### config.mk
export PLATFORM = sky130hd
export DESIGN_NAME = lfsr_8bit
export DESIGN_NICKNAME = d
export VERILOG_FILES = /design/src/rtl/lfsr_pkg.sv /design/src/rtl/lfsr_core.sv /design/src/rtl/lfsr_8bit.sv
export SDC_FILE = /design/constraint.sdc
export NUM_CORES = 1
export LEC_CHECK = 0
export ABC_CLOCK_PERIOD_IN_PS = 1150
export CORE_AREA = 2 2 39 41
export DETAILED_ROUTE_END_ITERATION = 12
export DIE_AREA = 0 0 41 43
export DONT_BUFFER_PORTS = 1
export GPL_TIMING_DRIVEN = 1
export SLEW_MARGIN = 10
export SYNTH_ARGS = -nofsm -noshare
export SYNTH_HDL_FRONTEND = slang
export SYNTH_SLANG_ARGS = --single-unit
### constraint.sdc
create_clock -name clk -period 1.15 [get_ports clk]
set_input_delay 0.23 -clock clk [delete_from_list [all_inputs] [get_ports clk]]
set_output_delay 0.23 -clock clk [all_outputs]
set_load 0.1 [all_outputs]
### src/rtl/lfsr_pkg.sv
// Shared constants and pure helpers for the 8-bit Fibonacci LFSR.
// The RTL imports these, and so can a reference model.
package lfsr_pkg;

  localparam int LFSR_W = 8;
  localparam logic [LFSR_W-1:0] DEFAULT_SEED = 8'h01;
  localparam logic [LFSR_W-1:0] DEFAULT_TAPS = 8'hB8;

  function automatic logic [LFSR_W-1:0] bit_reverse(input logic [LFSR_W-1:0] value);
    logic [LFSR_W-1:0] result;
    result = '0;
    for (int i = 0; i < LFSR_W; i++) begin
      result[i] = value[LFSR_W-1-i];
    end
    return result;
  endfunction

  // Shift left and insert the XOR of the tapped bits at bit 0.
  function automatic logic [LFSR_W-1:0] lfsr_next(input logic [LFSR_W-1:0] state,
                                                  input logic [LFSR_W-1:0] taps);
    return {state[LFSR_W-2:0], ^(state & taps)};
  endfunction

  // An all-zero seed would lock the register up, so it falls back to the default seed.
  function automatic logic [LFSR_W-1:0] safe_seed(input logic [LFSR_W-1:0] seed);
    return (seed == '0) ? DEFAULT_SEED : seed;
  endfunction

endpackage

### src/rtl/lfsr_core.sv
// LFSR state register with feedback and recovery from the all-zero lockup state.
// The next-state value is also exported so the top can register a derived view in step.
module lfsr_core
  import lfsr_pkg::*;
#(
  parameter logic [LFSR_W-1:0] SEED = DEFAULT_SEED,
  parameter logic [LFSR_W-1:0] TAPS = DEFAULT_TAPS
) (
  input  logic              clk,
  input  logic              rst,
  output logic [LFSR_W-1:0] state,
  output logic [LFSR_W-1:0] next_state
);

  localparam logic [LFSR_W-1:0] SEED_EFF = safe_seed(SEED);

  logic [LFSR_W-1:0] lfsr_p0;

  always_comb begin
    next_state = lfsr_next(lfsr_p0, TAPS);
    // An all-zero state is a fixed point of the feedback, so reload the seed instead.
    if (lfsr_p0 == '0) begin
      next_state = SEED_EFF;
    end
  end

  // stage p0: state register
  always_ff @(posedge clk) begin
    if (!rst) begin
      lfsr_p0 <= SEED_EFF;
    end else begin
      lfsr_p0 <= next_state;
    end
  end

  assign state = lfsr_p0;

endmodule

### src/rtl/lfsr_8bit.sv
// Free-running 8-bit maximal-length LFSR. Exposes the raw state and a
// bit-reversed view of it; both are registered on the same edge.
module lfsr_8bit
  import lfsr_pkg::*;
#(
  parameter logic [LFSR_W-1:0] SEED = DEFAULT_SEED,
  parameter logic [LFSR_W-1:0] TAPS = DEFAULT_TAPS
) (
  input  logic              clk,
  input  logic              rst,
  output logic [LFSR_W-1:0] lfsr,
  output logic [LFSR_W-1:0] random_num
);

  localparam logic [LFSR_W-1:0] SEED_REV = bit_reverse(safe_seed(SEED));

  logic [LFSR_W-1:0] state;
  logic [LFSR_W-1:0] next_state;
  logic [LFSR_W-1:0] rand_p0;

  lfsr_core #(
    .SEED(SEED),
    .TAPS(TAPS)
  ) u_core (
    .clk       (clk),
    .rst       (rst),
    .state     (state),
    .next_state(next_state)
  );

  // stage p0: reversed view, built from the same next state so it never lags lfsr
  always_ff @(posedge clk) begin
    if (!rst) begin
      rand_p0 <= SEED_REV;
    end else begin
      rand_p0 <= bit_reverse(next_state);
    end
  end

  assign lfsr       = state;
  assign random_num = rand_p0;

endmodule

==> results_dict.tcl <==
set metrics [dict create \
    status "finished with violations" \
    violations "setup timing" \
    setup_viol 7 \
    maxCapViolations 0 \
    fin_crit_sh 1.080 \
    power_frac_clock 0.258 \
    synthTopCellsByArea "dfxtp_1 47%, buf_4 18%, and2_1 9.2%" \
    grt_max_degree 9 \
    synth_area_per_cell_um2 10.01 \
    crit_chain "inv_2 -> ha_4 -> xor2_2 -> a311oi_2 -> o21ai_1" \
    syn_to_final_growth_pct 71.32 \
    fillers 134 \
    ys_top_cells_by_count "8 x buf_4, 8 x dfxtp_1, 5 x and2_1, 4 x inv_1, 2 x and3_1" \
    final_cell_area_um2 583.1 \
    max-clock-path-buffers 2 \
    synth_edf_count 0 \
    synthFlopType "dfxtp_1" \
    postSynthCellCount 34 \
    placement_rows 14 \
    synth_top_area_frac 0.4706 \
    synth_fp_nets 37 \
    via_per_inst 4.357 \
    path_max_fanout 2 \
    dieArea_um2 1763 \
    power_frac_comb 0.368 \
    drt_iter0_markers 2 \
    cts-root-buf "clkbuf_4" \
    postPlaceCellArea_um2 473.0 \
    worst_path_largest_cell_delay_ns 0.34 \
    final_max_slew_viol_count 0 \
    peakVddDrop_mv 0.4823 \
    power_density_nw_per_um2 1379 \
    grt_usage 0.1097 \
    start_util 0.2459 \
    cp.required_ns 1.28 \
    seqCellArea_um2 190.2 \
    wl_per_cell_um 13.36 \
    seq_area_frac_synth 0.4706 \
    drt_first_pass_iters 4 \
    syn_area_um2 340.3 \
    tightest_slew_ns 0.3264 \
    htreeDepth 1 \
    leakagePower_nw 0.2305 \
    fin_cells 56 \
    synth.yosys.warnings 0 \
    worst_setup_path_start_kind "flip-flop" \
    worstHoldPathType "in2reg" \
    pin_count 18 \
    cts_hold_buf 0 \
    diodes 0 \
    grt-ovfl-total 0 \
    cts_buffers 3 \
    routabilityCongestion 0.6772 \
    slew_headroom 0.7824 \
    fmaxAchievable_mhz 805.1 \
    worstPathArrival_ns 1.37 \
    port-buffer-count 0 \
    antenna_found_initial 0 \
    p_sw_frac 0.4019 \
    p_switching_mw 0.3232 \
    nets 45 \
    finClkSkew_ns 0.004529 \
    ys_types 12 \
    drive_above_1_share 0.7250 \
    hold_slack_ns 0.06437 \
    grt_setup_unrepaired "yes" \
    fin_util 0.4213 \
    die_h_um 43 \
    fin_crit_ns 1.242 \
    crit_path_top_delay_cell "dfxtp_4" \
    endpoint_kind "flip-flop" \
    cts.sink_count 8 \
    route.detailed.drc 0 \
    die_w_um 41 \
    dp_slack_ns -0.03482 \
    async_flop_share 0 \
    cts_tree "yes" \
    hold_viol 0 \
    synth-seq-cells 8 \
    timing.final.ws_setup_ns -0.09213 \
    seqPwrFrac 0.374 \
    core_um2 1384 \
    yosysTopAreaCell "dfxtp_1" \
    postRouteAntennaNets 0 \
    post-place-cells 51 \
    vias 244 \
    clkTransAtPathRegs_ns 0.05 \
    postRouteWirelength_um 748 \
    grt_pass1_vias 268 \
    grt_pass1_wl_mm 1.152 \
    p_int_mw 0.4808 \
    path_class "reg2reg" \
    clk_latency_ns 0.25 \
    multiInputGateArea_um2 140.1 \
]
==> power by group through the flow <==
stage / combinational (mW) / sequential [mW] / clock [mW]
2_1_floorplan: 0.135 / 0.393 / 0
3_3_place_gp: 0.261 / 0.299 / 0
3_5_place_dp: 0.264 / 0.300 / 0
4_1_cts: 0.281 / 0.297 / 0.217
5_1_grt: 0.303 / 0.302 / 0.233
6_report: 0.296 / 0.301 / 0.207
==> cells by family after synthesis <==
kind of cell | share of synthesized area
DFF | 0.4706
AOI/OAI and AO/OA | 0.04043
buffers and inverters | 0.2206
adders and majority gates | 0.03676
and+or+nand+nor | 0.2059
xor gates and xnor gates | 0.02574
==> critical path, delay by kind of cell (launching register included) <==
kind / cells / cell delay (ns)
AOI/OAI and AO/OA: 2 / 0.36
DFF: 1 / 0.34
adders and majority gates: 1 / 0.23
xor gates and xnor gates: 1 / 0.15
buffers and inverters: 1 / 0.04
==> worst paths after layout <==
check                  start              end  slack [ns]  cells past startpoint
max reg2reg    random_num[3]  u_core.state[0]       -0.09                      5
min                      rst  u_core.state[0]        0.06                      1
min reg2reg  u_core.state[0]    random_num[6]        0.54                      1
max            random_num[3]  u_core.state[0]       -0.09                      5
==> through the flow <==
stage	power (mW)	setup TNS, ns
after CTS	0.7958	-0.1885
after global routing	0.8382	-0.5052
after global placement	0.5594	0
after floorplan	0.5276	-0.2857
after detailed placement	0.5635	-0.03482
final	0.8040	-0.2173
==> flip-flops by register name, summed over array words and instances, names as in the netlist <==
| register | count |
|---|---|
| u_core.state | 1 |
| random_num | 7 |
==> layer usage <==
layer / wire length, µm / part of all wire / GRT usage / vias up
li1: - / - / - / 118
met2: 425 / 0.57 / 0.1625 / 10
met5: 0 / 0 / 0 / -
met1: 251 / 0.34 / 0.09385 / 112
met4: 42 / 0.056 / 0.1267 / 0
met3: 29 / 0.039 / 0.04712 / 4
==> cell usage in the layout (no fill, tap or decap) <==
cell and n:
inv_4 1, nor4_4 1, nand4_1 1, and2_1 5, buf_8 1, inv_2 1, inv_1 2, buf_12 6
and3_1 2, buf_6 2, buf_4 1, dfxtp_4 8, buf_16 1, ha_4 1, and2_2 1, o21ai_1 1
xor2_2 1, a311oi_2 1, clkbuf_4 3
==> layout make-up <==
cell class,count,share of cell area
timing repair buffer,11,0.3305
inverter,4,0.03004
sequential,8,0.3262
clock buffer,3,0.03863
multi-input combinational,14,0.2403
tap,16,0.03433
==> timing repair <==
item,CTS,global route
resized for setup,8,8
setup endpoints to repair,9,9
gates cloned,0,0
setup buffers,1,1
pin swaps,0,4
Power figures use the tool's default switching activity.
